<file path="src/rtl/vedic_mul8_seq.sv">
// vedic_mul8_seq: sequential 8x8 unsigned multiplier built from one 2x2 digit cell over 16 cycles
module vedic_mul8_seq (
  input  logic        clk,
  input  logic        rst,
  input  logic        start,
  input  logic [7:0]  A,
  input  logic [7:0]  B,
  output logic [15:0] P,
  output logic        busy,
  output logic        done
);
  typedef enum logic [1:0] {IDLE, RUN, DONE} state_t;
  state_t      state, nxt;
  logic [7:0]  a_q, b_q;
  logic [15:0] acc, term, sum;
  logic [3:0]  idx, pp;
  logic [1:0]  da, db;
  logic [2:0]  dsum;
  always_comb begin
    da   = a_q[{idx[1:0], 1'b0} +: 2];
    db   = b_q[{idx[3:2], 1'b0} +: 2];
    pp   = 4'(da) * 4'(db);
    dsum = 3'(idx[1:0]) + 3'(idx[3:2]);
    term = 16'(pp) << {dsum, 1'b0};
    sum  = acc + term;
    nxt  = state == IDLE ? (start ? RUN : IDLE) :
           state == RUN  ? (idx == 4'd15 ? DONE : RUN) : IDLE;
    busy = state == RUN;
    done = state == DONE;
  end
  always_ff @(posedge clk) begin
    if (rst) begin
      state <= IDLE;
      a_q   <= '0;
      b_q   <= '0;
      acc   <= '0;
      idx   <= '0;
      P     <= '0;
    end else begin
      state <= nxt;
      if (state == IDLE && start) begin
        a_q <= A;
        b_q <= B;
        acc <= '0;
        idx <= '0;
      end
      if (state == RUN) begin
        acc <= sum;
        idx <= idx + 4'd1;
        if (idx == 4'd15) P <= sum;
      end
    end
  end
endmodule

</file>
<file path="config.mk">
export PLATFORM = sky130hd
export DESIGN_NAME = vedic_mul8_seq
export DESIGN_NICKNAME = d
export VERILOG_FILES = /design/src/rtl/vedic_mul8_seq.sv
export SDC_FILE = /design/constraint.sdc
export NUM_CORES = 1
export LEC_CHECK = 0
export CORE_AREA = 2 2 96 98
export CTS_BUF_LIST = sky130_fd_sc_hd__clkbuf_2 sky130_fd_sc_hd__clkbuf_4 sky130_fd_sc_hd__clkbuf_8
export DETAILED_ROUTE_END_ITERATION = 16
export DIE_AREA = 0 0 98 100
export GPL_ROUTABILITY_DRIVEN = 0
export PLACE_DENSITY_LB_ADDON = 0.08
export SYNTH_ARGS = -nofsm -noshare
export SYNTH_HDL_FRONTEND = slang
export SYNTH_SLANG_ARGS = --single-unit
export TNS_END_PERCENT = 100
</file>
<file path="constraint.sdc">
create_clock -name clk -period 6.1 [get_ports clk]
set_clock_uncertainty 0.1 [all_clocks]
set_input_delay 1.525 -clock clk [delete_from_list [all_inputs] [get_ports clk]]
set_output_delay 1.525 -clock clk [all_outputs]
set_load 0.01 [all_outputs]
</file>
==> results.ini <==
[min_path]
min_path_type = reg -> reg

[clock_network]
cts_resized = 0
clk-insertion-delay-late_ns = 0.31
clkSlewWorstSetupHoldPaths_ns = 0.10
cts_setup_buffers = 0
clk_path_buf_depth = 2
cts-root-buf = clkbuf_8
cts_tree = done
hold_buffers = 0
cts_buffers = 5
cts_sinks = 54
htreeDepth = 2

[yosys]
synthArstFlopShare_pct = 0
synth-seq-cells = 54
syn_inst = 365
synthDistinctLibCells = 50
yosysTopAreaCellShare_pct = 35.8
synth_edf_count = 0
syn_avg_cell_area_um2 = 8.28
synth_top_cell_by_area = dfxtp_1
ys.flop_type = dfxtp_1
yosys-top-cells-area = dfxtp_1 (36%), ha_1 (8.3%), nand2_1 (7.9%), a21oi_1 (6.5%), nor2_1 (4.1%)
yosysSeqAreaShare_pct = 35.8
synth_area_mm2 = 0.00302
synthesis.nets = 406
yosys_warnings = 0

[routing]
drt-total-wl_mm = 7.20
remaining_drc_errors = 0
drtIter0Drc = 73
drt-wirelength-per-cell_um = 14.4
vias = 2535
firstDrtPassIters = 4
ant_nets = 0
vias_per_cell = 5.08

[grt]
grtUsageTotal_pct = 15.2
antenna_found_initial = 0
grt_pass1_wl_mm = 12.1
grt_pass1_vias = 2474
grt_max_degree = 59
grt.overflow.total = 0

[timing]
fmax_mhz = 238
tns_ns = 0
rsz0062_at_grt = false
fin_crit_sh_pct = 68.9
final_hold_viol_count = 0
slew_headroom_pct = 28.2
hold_slack_ns = 0.358
finalMaxSlewViolations = 0
tightest_slew_ns = 1.07
finalSetupViolCount = 0
period_needed_ns = 4.20

[floorplan]
die_y_um = 100
rows = 35
dieWidth_um = 98
dieArea_mm2 = 0.00980
io_pins = 37
start_util_pct = 34.0
fp.coreArea_mm2 = 0.00889

[setup_path]
cp.arrival_ns = 4.26
end_kind = flop
critical_path_class = reg -> reg
worstPathMaxFanout = 7
critPathLaunchType = flop
critPathRequiredTime_ns = 6.15

[finish]
drive_gt1_share_pct = 5.67
area_growth_pct = 16.5
n_antenna_cell = 0
final_common_cell = nand2_1
final_cell_mix = nand2_1 (64), dfxtp_1 (54), a21oi_1 (39)
nNetsFinal = 428

[pwr]
cellPowerDensity_mw_per_mm2 = 178
p_leak_nw = 1.38
ir_drop_uv = 99.9

[job]
drv_cap = 0

[status]
outcome = completed

[placement]
dp_hpwl_mm = 5.27
portBuffers = 36

## per-stage QoR
step                      util [%]  instance area [um2]  std cells  power (mW)  worst slack [ns]
after floorplan                  -                 3020        365       0.406              2.45
after global placement        38.6                 3430        491       0.428              1.90
after detailed placement      38.6                 3430        491       0.429              1.89
after CTS                     39.6                 3520        499       0.641              1.85
after global routing          39.6                 3520        499       0.660              1.62
final                         39.6                 3520        499       0.627              1.90
## flip-flops by register name, indices dropped and copies added, names as in the netlist
signal	cells
a_q	8
acc	16
idx	4
state	2
b_q	8
P	16
## worst max-delay path: stages (launching register included)
cell,delay [ns]
dfxtp_1,0.51
mux4_2,0.59
and2_1,0.18
ha_1,0.17
ha_1,0.30
nor2b_1,0.14
a31oi_1,0.33
nor2_1,0.09
ha_1,0.33
a21oi_1,0.13
o31a_1,0.37
o31ai_1,0.43
xor2_1,0.27
a211oi_1,0.10
## routing by layer
| metal | track usage, % | wire (um) |
|---|---|---|
| met5 | 0 | 0 |
| met4 | 3.53 | 59 |
| met3 | 2.16 | 148 |
| met2 | 27.8 | 3620 |
| met1 | 18.9 | 3380 |
## kinds of logic after synthesis
group	Yosys count	synth area share (%)
mux	5	3.31
xor+xnor	15	4.35
compound gates	94	20.5
buf+inv	30	4.06
fa+ha+maj	22	9.60
flops	54	35.8
simple gates	145	22.4
## final timing paths
path	from	endpoint	slack [ns]	cells after the start
worst max-delay path	idx[0]	P[15]	1.90	13
worst min-delay path	P[4]	P[4]	0.36	2
worst max register to register	idx[0]	P[15]	1.90	13
worst min register to register	P[4]	P[4]	0.36	2
## final cells by class
cell class	instances	area, um2
clock buffers	6	76.3
inverters	8	30.0
repair buffers	37	363
fillers	932	5370
well taps	111	139
multi-input cells	281	1820
clock inverters	2	13.8
flip-flops and latches	54	1080
## cell usage after synthesis, types with 4 or more instances
cell type and n:
a22oi_1 8, nand2_1 64, a21oi_1 39, buf_2 5, and2_1 5, xor2_1 5
a31oi_1 6, nor3_1 5, nor2_1 33, a21o_1 6, nor3b_1 6, dfxtp_1 54
a22o_1 7, mux4_2 4, nor2b_1 5, inv_1 8, nand2b_1 4, nand3_1 7
ha_1 20, clkbuf_1 12, buf_1 4, o21ai_0 4, xnor2_1 10
## report_power, final
part	internal, mW	switching, mW	total [mW]
clock network	0.0860	0.122	0.208
registers	0.360	0.00552	0.366
logic	0.0227	0.0311	0.0538
total	0.469	0.158	0.627
(Power assumes the default switching activity.)
